**config.mk**
```make
export PLATFORM = sky130hd
export DESIGN_NAME = vc_fifo
export DESIGN_NICKNAME = d
export VERILOG_FILES = /design/src/rtl/vc_fifo.sv
export SDC_FILE = /design/constraint.sdc
export NUM_CORES = 1
export LEC_CHECK = 0
export ABC_AREA = 0
export CELL_PAD_IN_SITES_DETAIL_PLACEMENT = 0
export CELL_PAD_IN_SITES_GLOBAL_PLACEMENT = 2
export CORE_MARGIN = 2
export CORE_UTILIZATION = 25
export DETAILED_ROUTE_END_ITERATION = 8
export HOLD_SLACK_MARGIN = 0.12
export PLACE_DENSITY_LB_ADDON = 0.15
export SETUP_SLACK_MARGIN = 0.15
export SLEW_MARGIN = 20
export SYNTH_ARGS = -nofsm -noshare
export SYNTH_HDL_FRONTEND = slang
export SYNTH_SLANG_ARGS = --single-unit
```
**constraint.sdc**
```tcl
create_clock -name clk -period 6.4 [get_ports clk]
set_clock_uncertainty 0.15 [all_clocks]
set_input_delay 0.96 -clock clk [delete_from_list [all_inputs] [get_ports clk]]
set_output_delay 0.96 -clock clk [all_outputs]
set_load 0.005 [all_outputs]
```
**src/rtl/vc_fifo.sv**
```systemverilog
`default_nettype none
// ============================================================================
// Module      : vc_fifo
// Description : Multi-channel flit buffer for a router input port. NUM_VC
//               independent circular queues, each DEPTH = 2**DEPTH_LOG2
//               entries of DATA_W bits, sharing one write port (upstream link)
//               and one read port (switch allocator) on a single clock.
//
// Ports
//   clk          in   rising-edge clock
//   reset        in   synchronous, active-high reset
//   write        in   write request
//   write_vc     in   target VC of the write
//   item_in      in   write data
//   read         in   read (pop) request
//   read_vc      in   VC to read
//   item_out     out  head of the read_vc queue, 0 when empty or out of range
//   full         out  per-VC: count == DEPTH
//   empty        out  per-VC: count == 0
//   almost_full  out  per-VC: count >= DEPTH - AF_MARGIN
//   count        out  per-VC occupancy, VC v at [v*CNT_W +: CNT_W]
//   overflow     out  sticky: write attempted to a full VC
//   underflow    out  sticky: read attempted from an empty VC
//
// Revision    : 1.0 - initial release
// ============================================================================
module vc_fifo #(
    parameter int  DATA_W     = 32,
    parameter int  DEPTH_LOG2 = 2,
    parameter int  NUM_VC     = 2,
    parameter int  AF_MARGIN  = 1,
    localparam int VC_W       = (NUM_VC > 1) ? $clog2(NUM_VC) : 1,
    localparam int CNT_W      = DEPTH_LOG2 + 1
) (
    input  logic                      clk,
    input  logic                      reset,
    input  logic                      write,
    input  logic [VC_W-1:0]           write_vc,
    input  logic [DATA_W-1:0]         item_in,
    input  logic                      read,
    input  logic [VC_W-1:0]           read_vc,
    output logic [DATA_W-1:0]         item_out,
    output logic [NUM_VC-1:0]         full,
    output logic [NUM_VC-1:0]         empty,
    output logic [NUM_VC-1:0]         almost_full,
    output logic [NUM_VC*CNT_W-1:0]   count,
    output logic                      overflow,
    output logic                      underflow
);

    localparam int                c_depth    = 1 << DEPTH_LOG2;
    // A depth of one still needs a one-bit pointer; it simply never leaves 0.
    localparam int                c_ptr_w    = (DEPTH_LOG2 > 0) ? DEPTH_LOG2 : 1;
    localparam logic [CNT_W-1:0]  c_full_cnt = CNT_W'(c_depth);
    localparam logic [CNT_W-1:0]  c_af_thr   = CNT_W'(c_depth - AF_MARGIN);
    localparam logic [c_ptr_w-1:0] c_ptr_last = c_ptr_w'(c_depth - 1);
    localparam logic [VC_W:0]     c_num_vc   = (VC_W + 1)'(NUM_VC);

    logic                w_wr_vc_ok;
    logic                w_rd_vc_ok;
    logic                w_wr_tgt_full;
    logic                w_rd_tgt_empty;
    logic                w_wr_acc;
    logic                w_rd_acc;
    logic [NUM_VC-1:0]   w_full;
    logic [NUM_VC-1:0]   w_empty;
    logic [NUM_VC-1:0]   w_af;
    logic [DATA_W-1:0]   w_head [NUM_VC];
    logic                r_overflow;
    logic                r_underflow;

    // Requests naming a VC that does not exist are silently ignored.
    assign w_wr_vc_ok = ({1'b0, write_vc} < c_num_vc);
    assign w_rd_vc_ok = ({1'b0, read_vc}  < c_num_vc);

    always_comb begin
        w_wr_tgt_full  = 1'b0;
        w_rd_tgt_empty = 1'b0;
        if (w_wr_vc_ok) w_wr_tgt_full  = w_full[write_vc];
        if (w_rd_vc_ok) w_rd_tgt_empty = w_empty[read_vc];
    end

    // Status is taken from the pre-edge count, so on a full VC a same-cycle
    // read wins and the write is refused; on an empty VC the reverse.
    assign w_wr_acc = write && w_wr_vc_ok && !w_wr_tgt_full  && !reset;
    assign w_rd_acc = read  && w_rd_vc_ok && !w_rd_tgt_empty && !reset;

    for (genvar v = 0; v < NUM_VC; v++) begin : g_vc
        logic [c_ptr_w-1:0] r_rp;
        logic [c_ptr_w-1:0] r_wp;
        logic [CNT_W-1:0]   r_cnt;
        logic [DATA_W-1:0]  r_mem [c_depth];
        logic               w_wr_hit;
        logic               w_rd_hit;

        assign w_wr_hit = w_wr_acc && (write_vc == VC_W'(v));
        assign w_rd_hit = w_rd_acc && (read_vc  == VC_W'(v));

        always_ff @(posedge clk) begin
            if (reset) begin
                r_rp  <= '0;
                r_wp  <= '0;
                r_cnt <= '0;
            end else begin
                if (w_wr_hit) r_wp <= (r_wp == c_ptr_last) ? '0 : r_wp + c_ptr_w'(1);
                if (w_rd_hit) r_rp <= (r_rp == c_ptr_last) ? '0 : r_rp + c_ptr_w'(1);
                case ({w_wr_hit, w_rd_hit})
                    2'b10:   r_cnt <= r_cnt + CNT_W'(1);
                    2'b01:   r_cnt <= r_cnt - CNT_W'(1);
                    default: r_cnt <= r_cnt;
                endcase
            end
        end

        // Storage is deliberately not reset; stale entries are unreachable
        // once the pointers and count are cleared.
        always_ff @(posedge clk) begin
            if (w_wr_hit) r_mem[r_wp] <= item_in;
        end

        assign w_full[v]                   = (r_cnt == c_full_cnt);
        assign w_empty[v]                  = (r_cnt == '0);
        assign w_af[v]                     = (r_cnt >= c_af_thr);
        assign count[v*CNT_W +: CNT_W]     = r_cnt;
        assign w_head[v]                   = r_mem[r_rp];
    end

    always_ff @(posedge clk) begin
        if (reset) begin
            r_overflow  <= 1'b0;
            r_underflow <= 1'b0;
        end else begin
            if (write && w_wr_vc_ok && w_wr_tgt_full)  r_overflow  <= 1'b1;
            if (read  && w_rd_vc_ok && w_rd_tgt_empty) r_underflow <= 1'b1;
        end
    end

    // No bypass: an empty queue shows 0 even if it is being written now.
    always_comb begin
        item_out = '0;
        if (w_rd_vc_ok && !w_rd_tgt_empty) item_out = w_head[read_vc];
    end

    assign full        = w_full;
    assign empty       = w_empty;
    assign almost_full = w_af;
    assign overflow    = r_overflow;
    assign underflow   = r_underflow;

endmodule
`default_nettype wire

```
# After elaboration in Yosys (flattened, before gate mapping)
# Memories as Yosys holds them, arrays and structs flattened. A register that Yosys moved wholly into a read port is not among the register bits.
# Index checks and enable logic that the tools add are counted.
# W data, S select, Z words.
# classes
add_sub_neg	8
n_mul	0
div	0
n_lt_le_gt_ge	5
eq_ne	10
n_shift	0
mux	22
bitwise_logic	3
n_reduce_logical	17
# ops
cell	count
$mux W32	4
$mux W2	8
$eq A2 B2 Y1 const B	6
$pmux W3 S2	2
$logic_and A1 B1 Y1	10
$add A2 B1 Y2 const B	4
$mux W1	8
$add A3 B1 Y3 const B	2
$eq A3 B3 Y1 const B	2
$ge A3 B2 Y1 const B	2
$logic_not A3 Y1	2
$sub A3 B1 Y3 const B	2
$eq A2 B1 Y1 const B	2
$lt A1 B2 Y1 const B	2
$reduce_bool A2 Y1	2
$logic_not A1 Y1	3
$ge A2 B2 Y1 const B	1
$not A1 Y1	2
$not A1 Y2	1
# totals
ff_bits	16
latch_bits	0
mem_bits_rw	256
rom_bits	0
inputBits	38
out_inout_bits	46
elab_cells	75
n_memories	2
# mem_list
memory	depth	width	rd	rd_ports_with_merged_regs	wr	line	source
g_vc[0].r_mem	4	32	1	1	1	92	logic [DATA_W-1:0] r_mem [c_depth];
g_vc[1].r_mem	4	32	1	1	1	92	

# Depth between registers and ports, before layout
# Gate-level depths: netlist of run 1.
# logic_depth
word_depth	9
depth_mapped	10

# Worst setup path before layout of run 1
# OpenSTA, ideal clock, no wires.
# synth_timing
kind	input port to flip-flop
start	input reset
end	memory g_vc[1].r_mem[3][0], enable pin
arrival_time_ps	2437
required_time_ps	5858
slack_ps	3420
cell_stages	4
path_buffers	1
path_cell_list	buf_2 -> nand2b_1 -> nor3b_4 -> and2_1
# synth_between
elab_chain_cells	5
# synth_rtl
element	line	source
from (decl)	36	input logic reset,
$logic_not A1 Y1	85	assign w_wr_acc = write && w_wr_vc_ok && !w_wr_tgt_full && !reset;
$logic_and A1 B1 Y1	85	
$logic_and A1 B1 Y1	96	assign w_wr_hit = w_wr_acc && (write_vc == VC_W'(v));
$mux W1	118	if (w_wr_hit) r_mem[r_wp] <= item_in;
$mux W1 (implied by the code)	118	
to (decl)	92	
# No other way between the ends.

# Worst setup path after layout of run 1
# layout_timing
start	input read_vc
end	output item_out[2]
# layout_between
elab_chain_cells	5
# layout_rtl
element	line	source
from (decl)	41	input logic [VC_W-1:0] read_vc,
$not A1 Y2 (implied by the code)	141	if (w_rd_vc_ok && !w_rd_tgt_empty) item_out = w_head[read_vc];
$mux W32 (implied by the code) (3 in a row)	141	
$mux W32 *	141	
to (decl)	42	output logic [DATA_W-1:0] item_out,
# Mark *: on every way between the ends. The rest lies on a longest branch, timed or not. The select of a mux whose other input is x is not followed.

==> impl_results.md, run 1 <==
- Status: finished, final reports clean
- Max_slew headroom: 0.4051
- RSZ-0062 raised after global routing: false
- Worst slew pin tran: 0.8923 ns
- Via-to-Cell Ratio: between 4 and 5
- Ant diodes: 0
- Total of max-cap violations: 0
- Setup crit end: item_out[2]
- DR vias: between 5000 and 6000
- Final std cells w/o fill: between 1000 and 1500
- Final Util: 0.3099
- Most common cell on crit path: clkdlybuf4s50_1
- First-pass GRT wire length: 38670 um
- Clock buffer depth: 3
- Reg power frac: 0.504
- Area delta synth->final: 23.15%
- Top FF cell, synth: edfxtp_1
- Later-pin clock latency in the skew report: 0.56 ns
- Post-Synthesis Cells: between 400 and 500
- Standard-cell rows: 76
- CP Cell Sequence: clkdlybuf4s50_1 -> nor2_4 -> buf_4 -> a22o_1 -> clkdlybuf4s50_1
- Storage cell area: between 8000 and 9000 um^2
- Gate power share: 0.049
- Critical Path Source: read_vc
- Total GRT Usage: 0.1197
- CTS root buf: clkbuf_16
- Setup Viol. Count Final: 0
- Core ar.: around 43000 um^2
- Max Fclk: roughly 230 MHz
- Post-CTS Resized: 0
- Clock Pin Slew Worst Setup and Hold Paths: ~0.060 ns
- Die height: between 200 and 250 um
- Final hold violation count: 0
- Leak: slightly above 4 nW
- Worst path slowest cell: nor2_4
- Fin Hold WS: approximately 0.32 ns
- Vias in the first global route: between 5000 and 6000
- Most frequent cells in the layout: 256 x edfxtp_1, 83 x clkdlybuf4s50_1, 53 x mux4_2
- Ys Warns: 0
- Commonest non-fill, non-tap cell in the layout: edfxtp_1
- Total Wirelength: 26050 um
- Cts hold-fix bufs: 0
- RePlAce Congestion: 0.6459
- Crit. End Element: output port
- Post-synth top area cell: edfxtp_1
- Avg Synthesized Cell Area: 21.93 um^2
- Power Density: around 300 nW/um^2
- # DRC: 0
- Share of the synthesized area in the top cell type: 0.7139
- DP HPWL: 15380 um
- Routed Antenna Nets: 0
- Startpoint Class: primary input
- Setup TNS: 0 ns
- Die Area: roughly 45000 um^2
- Reg2Reg Capture Point: g_vc[1].r_mem[3][29]
- Sw Share: 0.2027
- Period utilization: 0.6897
- VDD IR-drop max: about 0.2 mV
- Share of cells above drive strength 1: 0.2064
- Reg2Reg Depth: 4
- Hold Crit Class: reg -> reg
- Net Count, Synth: ~540
- TritonCTS clock tree: built
- Max Fanout on Critical Path: 20
- Tot Pwr: about 4.0 mW
- CP arrival: 3.30 ns
- CP max stage delay: ~0.68 ns
- Initial antenna violation count: 0
- Fill count: 4141
- Worst path required time: between 5 and 6 ns
- Setup Crit Path Kind: in -> out
- GRT overflow: 0
- TritonCTS buffer count: 31
- Largest net degree at the start of global routing: 25
- Seq cells post-synth: around 280
- Synth area leaders: edfxtp_1 71%, mux4_2 11%, dfxtp_1 3.7%
- EDFF count, synth: between 200 and 300
- Register-to-register setup slack: 3.75 ns
- Inst Count DP: 1113
- Final Slew Violations: 0
- Synth cell types: 35
- Setup repair bufs after CTS: 0
- H-tree Lvls: 1
- Area of the multi-input gates: between 2000 and 2500 um^2
- DIE WIDTH: roughly 210 um
- Synthesized cell area: around 11000 um^2
- P_int: 3.186 mW
- Routed len/inst: roughly 22 um
- CTS sink cnt: about 280
- Tmin final: 4.414 ns
- Sw power: 810.2 uW
- Initial core utilization: 0.2516
- Port bufs: 83
- Drt pass-1 iters: 4
- I/O Pins: 84
- DR iter-0 viols: around 250
- Clock share of power: 0.447
- Async set-reset flop share out of synthesis: 0
- Register area share after synthesis: 0.7511
- Net count, final: around 650
- Reg-to-reg startpoint: g_vc[1].r_cnt[0]
==> synth_stat cells (4+ instances only) <==
library cell  number
and2_1             8
nand2b_1           6
buf_6              8
a21oi_1            5
clkbuf_1           7
a22o_1            32
edfxtp_1         256
mux4_1            11
nor2_1            14
ha_1              12
mux4_2            53
inv_1             14
mux2i_1            5
dfxtp_1           20
xor2_1             4
==> worst min path at each step <==
stage,from,to,slack (ns),cells after the start
floorplan,overflow,overflow,0.31,2
global placement,underflow,underflow,0.31,2
detailed placement,underflow,underflow,0.32,2
CTS,underflow,underflow,0.33,2
global route,underflow,underflow,0.34,2
finish,underflow,underflow,0.32,2
==> cell families (layout without fill, tap and decap cells) <==
kind of cell,after synthesis,in the layout,synth area share
XOR/XNOR,4,4,0.003253
AND/OR/NAND/NOR,42,42,0.02533
multiplexers,72,72,0.1455
buffers and inverters,37,171,0.02347
AO/OA/AOI/OAI,46,46,0.03370
adder cells (fa/ha/maj),14,14,0.01766
flip-flops,276,276,0.7511
==> power by group through the flow <==
stage	logic, mW	clock network (mW)	registers [mW]
floorplan	0.0951	0	2.05
global placement	0.197	0	2.05
detailed placement	0.201	0	2.05
CTS	0.202	1.85	2.02
global route	0.214	1.93	2.02
finish	0.194	1.79	2.02
==> area by class of cell <==
| type | count | area share |
|---|---|---|
| Clock buffer | 38 | 0.06048 |
| Clock inverter | 20 | 0.01727 |
| Inverter | 14 | 0.003963 |
| Multi-Input combinational cell | 178 | 0.1848 |
| Sequential cell | 276 | 0.6103 |
| Tap cell | 546 | 0.05152 |
| Timing Repair Buffer | 99 | 0.07171 |
==> sequential cells by signal, indices dropped and copies added, names as in the netlist, named ones only <==
| register | count |
|---|---|
| overflow | 1 |
| underflow | 1 |
| g_vc.r_mem | 256 |
| g_vc.r_rp | 4 |
| g_vc.r_cnt | 6 |
| g_vc.r_wp | 4 |
==> per-layer routing <==
layer | routed length, um | share of wire | track usage | up-vias
met2 | 13600 | 0.52 | 0.2164 | 89
li1 | - | - | - | 2268
met5 | 0 | 0 | 0 | -
met3 | 975 | 0.037 | 0.02151 | 28
met1 | 11100 | 0.43 | 0.1490 | 2733
met4 | 371 | 0.014 | 0.02623 | 0
==> critical path: cells and delay by family <==
kind,cells,cell delay [ns]
buffers and inverters,3,1.43
AND/OR/NAND/NOR,1,0.68
AO/OA/AOI/OAI,1,0.20
==> through the flow <==
stage	cell area [um^2]	worst slack, ns
after floorplan	10770	3.420
after global placement	12230	1.948
after detailed placement	12230	1.897
after CTS	13260	1.828
after global routing	13260	1.787
final	13260	1.986
Note: power is estimated with default switching activity, not from simulation.
==> inputs of run 2 (changes only) <==
==> constraint.sdc (replaced) <==
create_clock -name clk -period 4.4 [get_ports clk]
set_clock_uncertainty 0.15 [all_clocks]
set_input_delay 0.66 -clock clk [delete_from_list [all_inputs] [get_ports clk]]
set_output_delay 0.66 -clock clk [all_outputs]
set_load 0.005 [all_outputs]
==> run 2 against run 1 <==
Effect of this change: clock power is 42% higher; non-clock buffer count grew 9; sequential power increased by 45%; critical path depth fell by 1; final cell count is 0.51% higher; die area unchanged; utilization increased by 0.32 points; clock-buffer cell count down 1; total power grew 45%; via count increased by 2.5%; worst hold slack better by 0.0071 ns; sequential share of layout area is 0.63 points lower; critical path type is now reg -> out; largest power group unchanged.
==> impl_results.md, run 2 (synthesis gave the netlist of run 1 again) <==
- Reg2Reg Capture Point: g_vc[1].r_cnt[2]
- RSZ-0062 raised after global routing: false
- First-pass GRT wire length: 37860 um (-2.1%)
- Worst slew pin tran: 0.9092 ns (+0.01687 ns)
- DR iter-0 viols: 308 (+22%)
- Setup TNS: 0 ns (unchanged)
- Final hold violation count: 0 (unchanged)
- Max Fanout on Critical Path: 18 (-10%)
- # DRC: 0 (unchanged)
- DR vias: 5245 (+2.5%)
- Clock buffer depth: 3 (unchanged)
- RePlAce Congestion: 0.6581 (+1.9%)
- Most frequent cells in the layout: 256 x edfxtp_1, 83 x clkdlybuf4s50_1, 53 x mux4_2
- Inst Count DP: 1122 (+0.81%)
- Power Density: 431.1 nW/um^2 (+43%)
- Drt pass-1 iters: 6 (+2)
- Die Area: 44750 um^2 (unchanged)
- Met3 WL post-DR: 971 um (-0.41%)
- CTS sink cnt: 276 (unchanged)
- Initial antenna violation count: 0 (unchanged)
- Top flop regs: g_vc.r_mem x256, g_vc.r_cnt x6
- Setup Viol. Count Final: 0 (unchanged)
- Share of cells above drive strength 1: 0.2219 (+0.01547)
- Setup crit end: item_out[24]
- Max Fclk: between 200 and 300 MHz
- Leak: 4.214 nW (+1.5%)
- Vias in the first global route: 5592 (-2.8%)
- Final std cells w/o fill: 1177 (+0.51%)
- Met1 wire length: 11700 um (+5.4%)
- Total of max-cap violations: 0 (unchanged)
- I/O Pins: 84 (unchanged)
- Routed Antenna Nets: 0 (unchanged)
- TritonCTS buffer count: 31 (unchanged)
- Commonest non-fill, non-tap cell in the layout: edfxtp_1
- Met2 wire length: 13110 um (-3.6%)
- Reg-to-reg startpoint: g_vc[1].r_cnt[2]
- DP HPWL: 15350 um (-0.20%)
- Reg2Reg Depth: 9 (+5)
- CTS root buf: clkbuf_16
- Standard-cell rows: 76 (unchanged)
- GRT overflow: 0 (unchanged)
- Register-to-register setup slack: 1.84 ns (-1.91 ns)
- Routed len/inst: 22.29 um (+0.20%)
- Largest net degree at the start of global routing: 33 (+32%)
- Max_slew headroom: 0.3939 (-0.01125)
- Total GRT Usage: 0.1176 (-0.002168)
- Max layer used: met4
- Post-CTS Resized: 0 (unchanged)
- Initial core utilization: 0.2516 (unchanged)
- Hold Crit Class: reg -> reg
- Tmin final: roughly 3.8 ns
- Clock Pin Slew Worst Setup and Hold Paths: 0.06 ns (about the same)
- Cts hold-fix bufs: 0 (unchanged)
- VDD IR-drop max: 0.2886 mV (+45%)
- Crit. End Element: output port
- TritonCTS clock tree: built
- Setup Crit Path Kind: reg -> out
- Period utilization: 0.8702
- Max reg flops: 256 (unchanged)
- Later-pin clock latency in the skew report: 0.56 ns (about the same)
- Area delta synth->final: 24.42%
- Via-to-Cell Ratio: 4.456 (+2.0%)
- Largest reg by FF count: g_vc.r_mem
- Net count, final: 661 (+1.4%)
- Worst path required time: 3.59 ns (-1.70 ns)
- Status: finished, final reports clean
- Setup repair bufs after CTS: 0 (unchanged)
- Die height: 211.5 um (unchanged)
- Final Slew Violations: 0 (unchanged)
- Ant diodes: 0 (unchanged)
- H-tree Lvls: 1 (unchanged)
- DIE WIDTH: 211.5 um (unchanged)
- Tot Pwr: 5.775 mW (+45%)
- CP arrival: 3.02 ns (-0.28 ns)
- Startpoint Class: flop
- Port bufs: 83 (unchanged)
- Total Wirelength: 26230 um (+0.71%)
- Core ar.: 42790 um^2 (unchanged)
- Fin Hold WS: 0.3239 ns (+0.007110 ns)
run 2: cell types whose count changed in the layout (fill, tap and decap cells not counted):
| cell | delta |
|---|---|
| buf_4 | +1 |
| buf_12 | +8 |
| clkinv_2 | +2 |
| inv_6 | +1 |
| clkinv_1 | -4 |
| clkbuf_1 | -1 |
| bufinv_16 | -1 |
run 2: worst min-delay path by stage:
stage | from | end | cells past startpoint
4_1_cts | underflow | underflow | 2
2_1_floorplan | overflow | overflow | 2
3_3_place_gp | overflow | overflow | 2
3_5_place_dp | underflow | underflow | 2
5_1_grt | overflow | overflow | 2
6_report | underflow | underflow | 2
run 2: critical path, stage by stage (launching register included):
cell and delay, ns:
dfxtp_2 0.92, buf_12 0.25, mux4_1 0.60, a22o_1 0.21, clkdlybuf4s50_1 0.45
run 2: stage by stage:
stage	util	area (um^2)	setup WS [ns]
final	0.3131	13400	0.5713
after global routing	0.3131	13400	0.3999
after CTS	0.3131	13400	0.4417
after detailed placement	0.2897	12400	0.5662
after global placement	0.2897	12400	0.6202
after floorplan	-	10770	1.720
run 2: power by group:
part	switching, mW	internal [mW]	total (mW)
clock network	1.03	1.52	2.55
logic	0.145	0.153	0.297
registers	0.0202	2.91	2.93
total	1.19	4.58	5.78
run 2: layer usage:
| metal | GRT usage | vias up |
|---|---|---|
| met1 | 0.1554 | 2828 |
| met4 | 0.02841 | 0 |
| met5 | 0 | - |
| met3 | 0.01884 | 32 |
| met2 | 0.2024 | 101 |
| li1 | - | 2284 |
run 2: layout make-up:
cell class                      instances  area, um^2
Clock inverter                         18       202.7
Sequential cell                       276        8093
Timing Repair Buffer                  108        1119
Clock buffer                           37       798.3
Fill cell                            4132       29390
Inverter                               14       52.55
Tap cell                              546       683.2
Multi-Input combinational cell        178        2450
